==> config.mk <==
export PLATFORM = sky130hd
export DESIGN_NAME = ula_seq_param
export DESIGN_NICKNAME = d
export VERILOG_FILES = /design/src/rtl/ula_pkg.sv /design/src/rtl/ula_core_comb.sv /design/src/rtl/ula_seq_param.sv
export SDC_FILE = /design/constraint.sdc
export NUM_CORES = 1
export LEC_CHECK = 0
export BUFFER_PORTS_ARGS = -buffer_cell sky130_fd_sc_hd__clkbuf_2
export CELL_PAD_IN_SITES_DETAIL_PLACEMENT = 0
export CELL_PAD_IN_SITES_GLOBAL_PLACEMENT = 1
export CORE_MARGIN = 5
export CORE_UTILIZATION = 24
export DETAILED_ROUTE_END_ITERATION = 10
export GPL_TIMING_DRIVEN = 0
export PLACE_DENSITY = 0.62
export SLEW_MARGIN = 20
export SYNTH_ARGS = -nofsm -noshare
export SYNTH_HDL_FRONTEND = slang
export SYNTH_SLANG_ARGS = --single-unit
==> constraint.sdc <==
create_clock -name clk -period 3.3 [get_ports clk]
set_clock_uncertainty 0.05 [all_clocks]
set_input_delay 0.66 -clock clk [delete_from_list [all_inputs] [get_ports clk]]
set_output_delay 0.66 -clock clk [all_outputs]
set_load 0.01 [all_outputs]
==> src/rtl/ula_pkg.sv <==
// Shared types and constants for the sequential ULA: opcodes, FSM states and flag bit positions.
package ula_pkg;

    typedef enum logic [2:0] {
        OP_AND  = 3'b000,
        OP_OR   = 3'b001,
        OP_NOTA = 3'b010,
        OP_NAND = 3'b011,
        OP_ADD  = 3'b100,
        OP_SUB  = 3'b101,
        OP_LSL  = 3'b110,
        OP_LSR  = 3'b111
    } ula_op_t;

    typedef enum logic [1:0] {
        IDLE  = 2'd0,
        SHIFT = 2'd1,
        DONE  = 2'd2
    } ula_state_t;

    localparam int FLAG_N = 3;
    localparam int FLAG_Z = 2;
    localparam int FLAG_C = 1;
    localparam int FLAG_V = 0;

endpackage

==> src/rtl/ula_core_comb.sv <==
// Combinational logic/arithmetic unit: single-cycle ops plus flag generation.
// Shift opcodes pass A through, which is exactly the zero-count shift result.
module ula_core_comb
    import ula_pkg::*;
#(
    parameter int WIDTH = 8
) (
    input  logic [WIDTH-1:0] a,
    input  logic [WIDTH-1:0] b,
    input  logic [2:0]       s,
    output logic [WIDTH-1:0] r,
    output logic [3:0]       flags
);

    function automatic logic [3:0] make_flags(input logic [WIDTH-1:0] res,
                                              input logic c, input logic v);
        logic [3:0] f;
        f         = 4'b0000;
        f[FLAG_N] = res[WIDTH-1];
        f[FLAG_Z] = (res == {WIDTH{1'b0}});
        f[FLAG_C] = c;
        f[FLAG_V] = v;
        return f;
    endfunction

    logic [WIDTH:0]   sum_s;
    logic [WIDTH:0]   diff_s;
    logic [WIDTH-1:0] res_s;
    logic             c_s;
    logic             v_s;

    assign sum_s  = {1'b0, a} + {1'b0, b};
    assign diff_s = {1'b0, a} - {1'b0, b};

    // Opcode decode; SUB carry is the borrow, i.e. set iff A < B unsigned.
    always_comb begin
        res_s = {WIDTH{1'b0}};
        c_s   = 1'b0;
        v_s   = 1'b0;
        case (ula_op_t'(s))
            OP_AND:  res_s = a & b;
            OP_OR:   res_s = a | b;
            OP_NOTA: res_s = ~a;
            OP_NAND: res_s = ~(a & b);
            OP_ADD: begin
                res_s = sum_s[WIDTH-1:0];
                c_s   = sum_s[WIDTH];
                v_s   = (a[WIDTH-1] == b[WIDTH-1]) && (sum_s[WIDTH-1] != a[WIDTH-1]);
            end
            OP_SUB: begin
                res_s = diff_s[WIDTH-1:0];
                c_s   = diff_s[WIDTH];
                v_s   = (a[WIDTH-1] != b[WIDTH-1]) && (diff_s[WIDTH-1] != a[WIDTH-1]);
            end
            OP_LSL:  res_s = a;
            OP_LSR:  res_s = a;
            default: res_s = {WIDTH{1'b0}};
        endcase
    end

    // Drive outputs from the decoded result.
    always_comb begin
        r     = res_s;
        flags = make_flags(res_s, c_s, v_s);
    end

endmodule

==> src/rtl/ula_seq_param.sv <==
// Sequential WIDTH-bit ULA with valid/ready handshakes, bit-serial shifts
// and registered result and N/Z/C/V flags.
module ula_seq_param
    import ula_pkg::*;
#(
    parameter int WIDTH = 8
) (
    input  logic             clk,
    input  logic             rst,
    input  logic             in_valid,
    output logic             in_ready,
    input  logic [WIDTH-1:0] a,
    input  logic [WIDTH-1:0] b,
    input  logic [2:0]       s,
    output logic [WIDTH-1:0] r,
    output logic [3:0]       flags,
    output logic             out_valid,
    input  logic             out_ready
);

    localparam int SHAMT_W = $clog2(WIDTH);
    localparam logic [SHAMT_W-1:0] CNT_ONE = {{(SHAMT_W-1){1'b0}}, 1'b1};

    ula_state_t         state_r;
    ula_state_t         state_next_s;
    logic [WIDTH-1:0]   shreg_r;
    logic [SHAMT_W-1:0] cnt_r;
    logic               dir_right_r;
    logic [WIDTH-1:0]   r_r;
    logic [3:0]         flags_r;
    logic               out_valid_r;

    logic [WIDTH-1:0]   core_r_s;
    logic [3:0]         core_flags_s;
    logic               accept_s;
    logic               is_shift_s;
    logic               long_shift_s;
    logic               shift_done_s;
    logic [WIDTH-1:0]   sh_next_s;
    logic               sh_out_s;
    logic [3:0]         sh_flags_s;

    ula_core_comb #(.WIDTH(WIDTH)) u_core (
        .a     (a),
        .b     (b),
        .s     (s),
        .r     (core_r_s),
        .flags (core_flags_s)
    );

    assign accept_s     = in_valid && (state_r == IDLE);
    assign is_shift_s   = (ula_op_t'(s) == OP_LSL) || (ula_op_t'(s) == OP_LSR);
    assign long_shift_s = is_shift_s && (b[SHAMT_W-1:0] != {SHAMT_W{1'b0}});
    assign shift_done_s = (state_r == SHIFT) && (cnt_r == CNT_ONE);

    // One-bit shift step with zero fill; the bit leaving is the candidate carry.
    always_comb begin
        if (dir_right_r) begin
            sh_next_s = {1'b0, shreg_r[WIDTH-1:1]};
            sh_out_s  = shreg_r[0];
        end else begin
            sh_next_s = {shreg_r[WIDTH-2:0], 1'b0};
            sh_out_s  = shreg_r[WIDTH-1];
        end
        sh_flags_s         = 4'b0000;
        sh_flags_s[FLAG_N] = sh_next_s[WIDTH-1];
        sh_flags_s[FLAG_Z] = (sh_next_s == {WIDTH{1'b0}});
        sh_flags_s[FLAG_C] = sh_out_s;
    end

    // FSM state register.
    always_ff @(posedge clk) begin
        if (rst) begin
            state_r <= IDLE;
        end else begin
            state_r <= state_next_s;
        end
    end

    // FSM next-state logic.
    always_comb begin
        state_next_s = state_r;
        case (state_r)
            IDLE: begin
                if (accept_s) begin
                    state_next_s = long_shift_s ? SHIFT : DONE;
                end else begin
                    state_next_s = IDLE;
                end
            end
            SHIFT: begin
                if (cnt_r == CNT_ONE) begin
                    state_next_s = DONE;
                end else begin
                    state_next_s = SHIFT;
                end
            end
            DONE: begin
                if (out_ready) begin
                    state_next_s = IDLE;
                end else begin
                    state_next_s = DONE;
                end
            end
            default: state_next_s = IDLE;
        endcase
    end

    // Datapath: shift register, count and the result/flag output registers.
    always_ff @(posedge clk) begin
        if (rst) begin
            shreg_r     <= {WIDTH{1'b0}};
            cnt_r       <= {SHAMT_W{1'b0}};
            dir_right_r <= 1'b0;
            r_r         <= {WIDTH{1'b0}};
            flags_r     <= 4'b0000;
            out_valid_r <= 1'b0;
        end else begin
            if (accept_s && long_shift_s) begin
                shreg_r     <= a;
                cnt_r       <= b[SHAMT_W-1:0];
                dir_right_r <= (ula_op_t'(s) == OP_LSR);
            end else if (state_r == SHIFT) begin
                shreg_r <= sh_next_s;
                cnt_r   <= cnt_r - CNT_ONE;
            end
            if (accept_s && !long_shift_s) begin
                r_r     <= core_r_s;
                flags_r <= core_flags_s;
            end else if (shift_done_s) begin
                r_r     <= sh_next_s;
                flags_r <= sh_flags_s;
            end
            out_valid_r <= (state_next_s == DONE);
        end
    end

    // Output decode: in_ready comes from the state register only.
    always_comb begin
        in_ready  = (state_r == IDLE);
        r         = r_r;
        flags     = flags_r;
        out_valid = out_valid_r;
    end

endmodule
* Word-level counts from Yosys, hierarchy flattened
Cells that the tools add are included.
** Word-level totals
- Memory bits (writable) :: 0
- Memories :: 0
- ROM bits :: 0
- Bits in registers :: 27
- Latch bits :: 0
- Bits of input ports :: 23
- Word-level logic and storage cells :: 64
** Cells by class
- Multipliers :: 0
- Divide/modulo/power cells :: 0
- Shifts and indexed selects :: 0
- Add/subtract/negate cells :: 3
- Bitwise logic cells :: 4
- Muxes and demuxes :: 18
- Reduce and logical (&&, ||, !) cells :: 17
- Order comparisons :: 0
- Equality and inequality tests :: 15
** Operator list (number)
- 8-bit case mux with 7 select lines :: 1
- 8-bit two-way mux :: 5
- 8-bit logical NOT :: 2
- 8-bit NOT :: 2
- 3-bit equality test, second input constant :: 4
- 8-bit by 8-bit adder with 9-bit output :: 1
- 8-bit by 8-bit subtractor with 9-bit output :: 1
- 8-bit bitwise AND :: 1
- 2-bit two-way mux :: 4
- 4-bit two-way mux :: 2
- 8-bit OR :: 1
- 1-bit logical AND :: 7
- 3-bit by 1-bit equality test with 1-bit output, second input constant :: 2
- 3-bit by 2-bit equality test with 1-bit output, second input constant :: 2
- 3-bit two-way mux :: 2
- 2-bit case mux with 3 select lines :: 1
- 2-bit equality test, second input constant :: 2
- 1-bit case mux with 2 select lines :: 2
- 2-bit nonzero test :: 2
- 3-bit logical NOT :: 1
- 1-bit != test :: 3
- 3-bit nonzero test :: 1
- 3-bit by 1-bit subtractor with 3-bit output, second input constant :: 1
- 2-bit by 1-bit equality test with 1-bit output, second input constant :: 1
- 6 further kinds :: 6

* Longest topological paths before layout
- Depth in word-level cells :: 7
- Depth in mapped cells :: 9

* Modules after synthesis
From an unflattened synthesis, not the netlist that was laid out.
** Unflattened totals
- Cells, all modules :: 353
- Area total of the unflattened synthesis :: 2788.9 sq um
** Modules (own cells, without submodules)
- ula_seq_param :: cells an instance 163, area an instance 1417.6 sq um, times used 1
- ula_core_comb :: cells an instance 190, area an instance 1371.3 sq um, times used 1

* Least setup slack after synthesis
OpenSTA, ideal clock, no wires.
- Path type :: in2reg
- Start :: in a[0]
- End :: reg flags_r[2] (netlist: flags[2])
- Data arrival time :: 2.935 ns
- Stages on the path :: 8
- Buffers on the path :: 0
- Setup slack :: 0.219 ns
- Cells stage by stage :: ha_1 > fa_1 > mux2_4 > o211ai_2 > nand3_1 > or4_1 > or4b_1 > o41ai_2
** Between the ends
- Word-level cells in the longest chain between the ends :: 5
- Elaborated cells on any way between the ends :: 9
- Classes of those cells :: 2 x add/sub; 2 x mux; 4 x bitwise; 1 x reduce/logical
** Ends and longest elaborated chain
- from (decl) :: RTL line ula_seq_param.sv:12 : input logic [WIDTH-1:0] a,
- branches (longest 2 deep; another with 8-bit by 8-bit subtractor with 9-bit output)
- 8-bit case mux with 7 select lines * :: RTL line ula_core_comb.sv:40 : case (ula_op_t'(s))
- 8-bit logical NOT * :: RTL line ula_core_comb.sv:20 : f[FLAG_Z] = (res == {WIDTH{1'b0}});
- 4-bit two-way mux * :: RTL line ula_seq_param.sv:127 : if (accept_s && !long_shift_s) begin
- to (signal assigned) :: RTL line ula_seq_param.sv:129 : flags_r <= core_flags_s;
- to (signal assigned) :: RTL line ula_seq_param.sv:132 : flags_r <= sh_flags_s;
- to (decl) :: RTL line ula_seq_param.sv:30 : logic [3:0] flags_r;
Mark *: on every way between the ends.
A chain may end at the register's enable or synchronous reset.

* Worst setup path in the final report
Ends and elaborated chain as after synthesis.

==> results.py <==
metrics = {
    "critical_path": {
        "r2r-end": "flags[2]",
        "cp_max_fo": 5,
        "path_delay_family": "simple AND/OR/NAND/NOR gates",
        "end_kind": "flip-flop",
        "r2r_slack_ns": 0.84,
        "worstPathRequired_ns": 3.42,
        "crit_arrival_ns": 3.30,
        "timing.rr.start": "dir_right_r",
        "slowest_delay_ns": 0.51,
        "worst-path-buf-inv": 1,
        "cp_cell_sequence": "clkbuf_2 -> ha_2 -> fa_1 -> mux2_4 -> o211ai_2 -> nand3_2 -> or4_1 -> or4b_1 -> o41ai_2",
        "crit_slowest_cell": "or4_1",
        "setup.worst_path.start_class": "input pin",
        "reg2reg_depth": 7,
        "crit_type": "in2reg",
    },
    "worst_hold_path": {
        "min-delay-path-class": "reg2reg",
        "hold_path_end": "cnt_r[1]",
        "hold_start": "cnt_r[1]",
        "whs_path_depth": 2,
    },
    "floorplanning": {
        "start_util_pct": 24.7,
        "core_area_um2": 10900,
        "fp.dieH_um": 116,
        "rows": 38,
        "dieArea_um2": 13500,
        "fp.dieW_um": 116,
        "io_pins": 37,
    },
    "power_and_ir_drop": {
        "max-vdd-ir-drop_uv": 189,
        "p_leak_nw": 1.28,
        "powerDensity_nw_per_um2": 326,
    },
    "finish": {
        "final_nets": 452,
        "final_cell_mix": "nor2_1 (40), a21oi_1 (35), clkbuf_2 (34), dfxtp_1 (26), ha_1 (25)",
        "layout-area-overhead-vs-synth_pct": 16.4,
        "diodes": 0,
        "final_util_pct": 28.7,
        "final_cell_area_um2": 3140,
        "num-fill-cells": 1226,
        "final_common_cell": "nor2_1",
        "layout.cells.non_filler": 540,
        "drive_gt1_share_pct": 15.0,
    },
    "route": {
        "num_vias": 2768,
        "drcViolationCount": 0,
        "via_per_inst": 5.13,
        "wl_per_cell_um": 16.5,
        "ant_nets": 0,
        "drt_iter0_drc": 212,
        "drt-pass1-iter-count": 4,
        "wirelength_um": 8930,
    },
    "synth": {
        "synth.top_cell.area_share_pct": 19.3,
        "synth.area.top_cells": "dfxtp_1 (19%), ha_1 (12%), a21oi_1 (6.5%)",
        "synth_top_area_cell": "dfxtp_1",
        "synth_ff_type": "dfxtp_1",
        "synth-seq-cells": 26,
        "synth_area_um2": 2700,
        "ys_warn_count": 0,
        "synth_edf_count": 0,
        "synth_seq_area_share_pct": 19.3,
        "synthDistinctLibCells": 63,
        "async_flop_share_pct": 0,
        "synth_nets": 413,
        "syn_inst": 362,
        "avgSynthCellArea_um2": 7.46,
    },
    "global_route": {
        "grt_max_degree": 15,
        "grt_pass1_vias": 2716,
        "grt_util_all_layers_pct": 13.3,
        "antenna_found_initial": 0,
        "grt_pass1_wl_um": 14400,
        "grt_overflow": 0,
    },
    "timing": {
        "finalHoldViolCount": 0,
        "fin_crit_ns": 3.18,
        "max_freq_mhz": 315,
        "finalSetupViolations": 0,
        "holdWs_ns": 0.453,
        "drv_slew": 0,
        "tightest_slew_ns": 0.775,
        "min_period_over_period_pct": 96.3,
        "slew_headroom_pct": 48.0,
        "rsz0062_at_grt": "false",
    },
    "clock_network": {
        "clock_latency_ns": 0.26,
        "clk_path_buf_depth": 2,
        "clk_transition_reported_paths_ns": 0.07,
        "clock-root-buffer": "clkbuf_16",
        "cts_htree_levels": 1,
        "numCtsBuffers": 3,
        "cts_hold_buf": 0,
        "cts.sinks": 26,
        "tritoncts": "built",
    },
    "placement": {
        "io_buffer_count": 34,
        "dp_cells": 536,
        "placed_area_um2": 3040,
        "gp_congestion": 0.856,
        "dp_hpwl_um": 7070,
    },
    "run": {
        "max_cap_violations": 0,
    },
    "run_status": {
        "outcome": "completed",
    },
}
through the flow:
step           total power (W)  worst slack (ns)  TNS [ns]
3_3_place_gp          0.000727            -0.200    -0.200
6_report               0.00102             0.122         0
2_1_floorplan         0.000610             0.219         0
5_1_grt                0.00109            0.0423         0
4_1_cts                0.00103            0.0400         0
3_5_place_dp          0.000729            -0.207    -0.207
power breakdown:
part	internal, W	switching, W	leakage [nW]
sequential	0.000337	0.0000174	0.213
clock	0.000186	0.000111	0.0442
combinational	0.000145	0.000226	1.03
total	0.000668	0.000355	1.28
kinds of logic (layout without fill, tap and decap cells):
kind of cell    count (synthesis)  count (layout)  share of synthesized area [%]
simple gates                  122             122                           22.7
compound gates                117             117                           29.7
buf+inv                        50              88                           7.74
fa+ha+maj                      28              28                           13.5
flops                          26              26                           19.3
mux                            15              15                           5.79
xor+xnor                        4               4                           1.30
cells in the mapped netlist, types with 3 or more instances:
| cell | n |
|---|---|
| o21ai_0 | 14 |
| clkbuf_1 | 14 |
| and3_1 | 3 |
| a221oi_1 | 4 |
| buf_2 | 8 |
| xnor2_1 | 4 |
| o211ai_1 | 6 |
| nor2_1 | 40 |
| o21a_1 | 6 |
| nor3b_1 | 4 |
| or3_1 | 3 |
| nand2_1 | 23 |
| nand2b_1 | 10 |
| dfxtp_1 | 26 |
| a211oi_1 | 14 |
| nand3_1 | 6 |
| a21oi_1 | 35 |
| a22oi_1 | 3 |
| ha_1 | 26 |
| inv_1 | 23 |
| nor2b_1 | 9 |
| o31ai_1 | 6 |
| mux2i_1 | 13 |
| nor3_1 | 12 |
flip-flops by register name, summed over array words and instances (netlist names):
signal	count
cnt_r	3
dir_right_r	1
shreg_r	8
out_valid	1
flags	3
state_r	2
r	8
timing repair:
item,in CTS,in global routing
resized for setup,0,2
endpoints found under the setup margin,0,1
buffers inserted,0,0
per-layer routing:
| layer | track usage [%] | part of all wire [%] | vias up |
|---|---|---|---|
| li1 | - | - | 1388 |
| met1 | 19.3 | 49 | 1303 |
| met2 | 21.6 | 45 | 71 |
| met3 | 1.62 | 4.4 | 6 |
| met4 | 1.86 | 0.66 | 0 |
| met5 | 0 | 0 | - |
tightest hold or removal path, delay by kind of cell (launching register included):
family / cells / cell delay [ns]
compound gates: 1 / 0.07
flops: 1 / 0.33
simple gates: 1 / 0.07
how the worst max path moves through the flow:
stage | end | cells after the start | startpoint | slack [ns]
after floorplan | flags[2] | 8 | a[0] | 0.22
after global placement | flags[2] | 9 | a[0] | -0.20
after detailed placement | flags[2] | 9 | a[0] | -0.21
after CTS | flags[2] | 9 | a[0] | 0.04
after global routing | flags[2] | 9 | a[0] | 0.04
final | flags[2] | 9 | a[0] | 0.12
area by class of cell:
cell class	count	area [µm²]	area share, %
Sequential cell	26	520	16.6
Tap cell	140	175	5.58
Multi-Input combinational cell	286	1980	62.9
Clock buffer	4	88.8	2.83
Inverter	24	90.1	2.87
Buffer	26	119	3.78
Timing Repair Buffer	34	170	5.42
No activity file was read; power rests on OpenSTA's default activity.
